$ cat src/rtl/osfm_fixed_divider.sv
// osfm_fixed_divider: sequential Q0.W restoring divider, q = floor(a*2^W/b) for a < b
// Ports:
//   clk, rst            clock, synchronous active-high reset
//   in_valid/in_ready   operand handshake (a, b captured on accept)
//   a, b                dividend and divisor, Q0.W
//   out_valid/out_ready result handshake
//   q                   quotient, Q0.W
//   sat                 a >= b with b != 0, q saturated to all ones
//   div_zero            b == 0, q saturated to all ones
module osfm_fixed_divider #(
    parameter int BITWIDTH     = 8,
    parameter int APPROX_ITERS = 8
) (
    input  logic                clk,
    input  logic                rst,
    input  logic                in_valid,
    output logic                in_ready,
    input  logic [BITWIDTH-1:0] a,
    input  logic [BITWIDTH-1:0] b,
    output logic                out_valid,
    input  logic                out_ready,
    output logic [BITWIDTH-1:0] q,
    output logic                sat,
    output logic                div_zero
);
    typedef enum logic [1:0] {IDLE, CALC, DONE} state_t;
    localparam int CW = $clog2(BITWIDTH + 1);
    localparam int CS = (APPROX_ITERS < BITWIDTH) ? BITWIDTH - 1 - APPROX_ITERS : 0;
    // Single compensation bit just below the last exactly computed quotient bit
    localparam logic [BITWIDTH-1:0] COMP = (APPROX_ITERS < BITWIDTH) ? BITWIDTH'(1) << CS : '0;

    state_t              r_state, w_state_n;
    logic [BITWIDTH:0]   r_rem, w_rem_d;
    logic [CW-1:0]       r_cnt, w_cnt_d;
    logic [BITWIDTH-1:0] r_b, w_b_d;
    logic [BITWIDTH-1:0] r_q, w_q_d;
    logic                r_sat, w_sat_d;
    logic                r_dz, w_dz_d;

    logic [BITWIDTH:0]   w_t, w_rem_it;
    logic [CW-1:0]       w_cnt_it;
    logic [BITWIDTH-1:0] w_bit, w_comp;
    logic                w_ge, w_last, w_exit;

    // Remainder stays below b, so the doubled value always fits in W+1 bits
    always_comb begin
        w_t      = r_rem << 1;
        w_ge     = w_t >= {1'b0, r_b};
        w_rem_it = w_ge ? w_t - {1'b0, r_b} : w_t;
        w_cnt_it = r_cnt + CW'(1);
        w_bit    = w_ge ? BITWIDTH'(1) << (CW'(BITWIDTH - 1) - r_cnt) : '0;
        w_last   = w_cnt_it == CW'(APPROX_ITERS);
        w_exit   = (w_rem_it == '0) || w_last;
        w_comp   = (w_last && (w_rem_it != '0)) ? COMP : '0;
    end

    always_comb begin
        w_state_n = r_state;
        w_rem_d   = r_rem;
        w_cnt_d   = r_cnt;
        w_b_d     = r_b;
        w_q_d     = r_q;
        w_sat_d   = r_sat;
        w_dz_d    = r_dz;
        case (r_state)
            IDLE: if (in_valid) begin
                w_b_d     = b;
                w_rem_d   = {1'b0, a};
                w_cnt_d   = '0;
                w_dz_d    = b == '0;
                w_sat_d   = (b != '0) && (a >= b);
                w_q_d     = (a >= b) ? '1 : '0;
                w_state_n = (a >= b || a == '0) ? DONE : CALC;
            end
            CALC: begin
                w_rem_d   = w_rem_it;
                w_cnt_d   = w_cnt_it;
                w_q_d     = r_q | w_bit | w_comp;
                w_state_n = w_exit ? DONE : CALC;
            end
            DONE:    w_state_n = out_ready ? IDLE : DONE;
            default: w_state_n = IDLE;
        endcase
    end

    always_ff @(posedge clk) begin
        if (rst) begin
            r_state <= IDLE;
            r_rem   <= '0;
            r_cnt   <= '0;
            r_b     <= '0;
            r_q     <= '0;
            r_sat   <= 1'b0;
            r_dz    <= 1'b0;
        end else begin
            r_state <= w_state_n;
            r_rem   <= w_rem_d;
            r_cnt   <= w_cnt_d;
            r_b     <= w_b_d;
            r_q     <= w_q_d;
            r_sat   <= w_sat_d;
            r_dz    <= w_dz_d;
        end
    end

    assign in_ready  = r_state == IDLE;
    assign out_valid = r_state == DONE;
    assign q         = r_q;
    assign sat       = r_sat;
    assign div_zero  = r_dz;
endmodule

$ cat config.mk
export PLATFORM = sky130hd
export DESIGN_NAME = osfm_fixed_divider
export DESIGN_NICKNAME = d
export VERILOG_FILES = /design/src/rtl/osfm_fixed_divider.sv
export SDC_FILE = /design/constraint.sdc
export NUM_CORES = 1
export LEC_CHECK = 0
export CAP_MARGIN = 20
export CORE_MARGIN = 5
export CORE_UTILIZATION = 40
export DETAILED_ROUTE_END_ITERATION = 8
export GPL_TIMING_DRIVEN = 0
export SLEW_MARGIN = 25
export SYNTH_ARGS = -nofsm -noshare
export SYNTH_HDL_FRONTEND = slang
export SYNTH_SLANG_ARGS = --single-unit
$ cat constraint.sdc
create_clock -name clk -period 2.2 [get_ports clk]
set_input_delay 0.22 -clock clk [delete_from_list [all_inputs] [get_ports clk]]
set_output_delay 0.22 -clock clk [all_outputs]
set_load 0.03 [all_outputs]
==> flow_summary.json <==
{
  "ys_seq_elements": 32,
  "yosysMostFrequentCell": "dfxtp_1",
  "finClkSkew_ps": 3.49,
  "hpwl_um": 4880,
  "start_kind": "register",
  "drt-total-wl_um": 6530,
  "n_fill_cell": 553,
  "avgSynthCellArea_um2": 8.02,
  "p_leak_nw": 1.19,
  "wire_per_inst_um": 16.0,
  "num_vias": 2261,
  "path_class": "register to register",
  "setup_viol": 2,
  "worstPathMaxFanout": 3,
  "yosysTopAreaCell": "dfxtp_1",
  "antenna_found_initial": 0,
  "synth_cells": 286,
  "power_w": 0.00357,
  "fp.dieArea_um2": 7350,
  "gp_congestion": 0.858,
  "viasPerCell": 5.54,
  "ioPinCount": 32,
  "seq_area_frac_synth": 0.279,
  "drv_slew": 0,
  "drive_gt1_frac": 0.196,
  "async_reset_ff_frac": 0,
  "clkTransAtPathRegs_ps": 70,
  "slowest_delay_ps": 540,
  "grt_max_degree": 12,
  "numClockSinks": 32,
  "cp.required_ps": 2370,
  "fin_crit_ps": 2320,
  "yosys_warnings": 0,
  "synth_edf_count": 0,
  "fmax_mhz": 431,
  "final_area_um2": 3050,
  "hold_viol_final": 0,
  "path_cells": "inv_2 > fa_2 > and3_4 > o2111ai_2 > a211oi_2 > or4b_4 > a31o_1",
  "placed_area_um2": 2700,
  "syn_to_final_growth_pct": 33.0,
  "nets": 378,
  "core-area_um2": 5540,
  "status": "finished, violations left",
  "insertion_delay_ps": 280,
  "ant_nets": 0,
  "drcViolationCount": 0,
  "fin_util": 0.550,
  "crit_arrival_ps": 2500,
  "grt_use_total": 0.185,
  "dieWidth_um": 85.7,
  "pwr_density_cell_nw_per_um2": 1170,
  "drv_cap": 0,
  "grt_pass1_wl_um": 11000,
  "rsz0062_at_grt": "true",
  "hp-class": "input port to register",
  "netlist_top_cells_area": "dfxtp_1, ha_1, a21oi_1",
  "grt_pass1_vias": 2218,
  "min_period_over_period": 1.05,
  "synth.top_cell.area_share": 0.279,
  "numCtsBuffers": 5,
  "row_count": 27,
  "antenna_cells": 0,
  "pre_cts_ws_ps": -666,
  "holdWs_ps": 428,
  "ir_drop_v": 0.000440,
  "worst-slew-pin-transition_ps": 635,
  "crit_buf_inv": 1,
  "cts_root_buf": "clkbuf_8",
  "yosys-top-cells-count": "dfxtp_1, nand2_1, nor2_1",
  "drtIter0Drc": 217,
  "cpMaxStageDelayCell": "fa_2",
  "cts_tree": "built",
  "crit_path_end_kind": "register",
  "grt-ovfl-total": 0,
  "cts_max_level": 2,
  "relSlewSlack": 0.577,
  "clk_path_buf_depth": 2,
  "synthFlopType": "dfxtp_1",
  "synth_nets": 329,
  "finalWorstSetupSlack_ps": -121,
  "netlist_area_um2": 2290,
  "cp_top_family": "simple AND/OR/NAND/NOR gates",
  "hold_buffers": 0,
  "violations": "negative setup slack",
  "drtPass1Iterations": 4,
  "start_util": 0.414,
  "yosysUniqueCellTypes": 56,
  "port_buffers": 30,
  "dieHeight_um": 85.7
}
registers in the layout (all words and copies together) (netlist names):
name / flops
r_cnt: 4
r_rem: 8
sat: 1
div_zero: 1
r_b: 8
r_state: 2
q: 8
report_power, final:
| part | internal (W) | leakage (nW) | switching (W) |
|---|---|---|---|
| registers | 0.000699 | 0.267 | 0.000112 |
| logic | 0.00106 | 0.878 | 0.00125 |
| clock network | 0.000220 | 0.0479 | 0.000223 |
per-stage QoR:
| step | cells | TNS [ps] |
|---|---|---|
| 6_report | 408 | -216 |
| 5_1_grt | 408 | -508 |
| 3_3_place_gp | 388 | -5210 |
| 3_5_place_dp | 388 | -5690 |
| 2_1_floorplan | 286 | 0 |
| 4_1_cts | 403 | -178 |
cells by family after synthesis:
family          synth area share
xor+xnor                  0.0229
buf+inv                   0.0677
simple gates               0.229
flops                      0.279
fa+ha+maj                  0.129
compound gates             0.251
mux                       0.0218
worst register-to-register path, stage by stage (launching register included):
cell and delay, ps:
dfxtp_4 370, inv_2 40, fa_2 540, and3_4 190, o2111ai_2 120, a211oi_2 240, or4b_4 520, a31o_1 200
placed cells by master (no fill, tap or decap), types with 3 or more instances in the layout:
cell type	netlist	routed
o21ai_0	6	5
a21o_1	5	5
nand2_1	26	26
clkbuf_8	0	5
a21oi_1	22	21
o32ai_1	6	6
dfxtp_1	32	24
mux2i_1	5	5
clkbuf_1	10	10
nor4_1	6	6
a22oi_1	5	5
nand2b_1	8	7
buf_4	1	11
nor2_1	25	23
ha_4	0	3
inv_1	21	19
o21a_1	3	3
xnor2_1	4	4
buf_6	1	4
clkdlybuf4s50_1	0	30
dfxtp_2	0	6
a211oi_2	0	3
ha_1	22	19
nor2b_1	7	6
nand3_1	8	8
area by class of cell:
cell class,instances,area (um2),area share
buffer,16,95.1,0.0312
clock inverter,3,18.8,0.00616
tap,72,90.1,0.0295
timing repair buffer,42,403,0.132
sequential,32,656,0.215
inverter,21,78.8,0.0259
clock buffer,5,68.8,0.0226
multi-input combinational,217,1640,0.538
path summary, 6_finish.rpt:
| kind | cells past startpoint | startpoint | slack, ps | to |
|---|---|---|---|---|
| worst max-delay path | 7 | r_rem[0] | -120 | r_state[0] |
| worst min-delay path | 2 | rst | 430 | r_rem[1] |
| worst max register to register | 7 | r_rem[0] | -120 | r_state[0] |
| worst min register to register | 2 | r_b[3] | 460 | r_b[3] |
metal layers:
layer  share of wire  track usage  wire length [um]
met1            0.47        0.251              3040
met2            0.47        0.310              3070
met3           0.055       0.0327               359
met4          0.0095       0.0302                62
met5               0            0                 0
what timing repair did:
item / CTS / global route
setup buffers: 7 / 5
pin swaps: 8 / 7
setup endpoints to repair: 15 / 14
resized for setup: 25 / 17
Note: power is estimated with default switching activity, not from simulation.
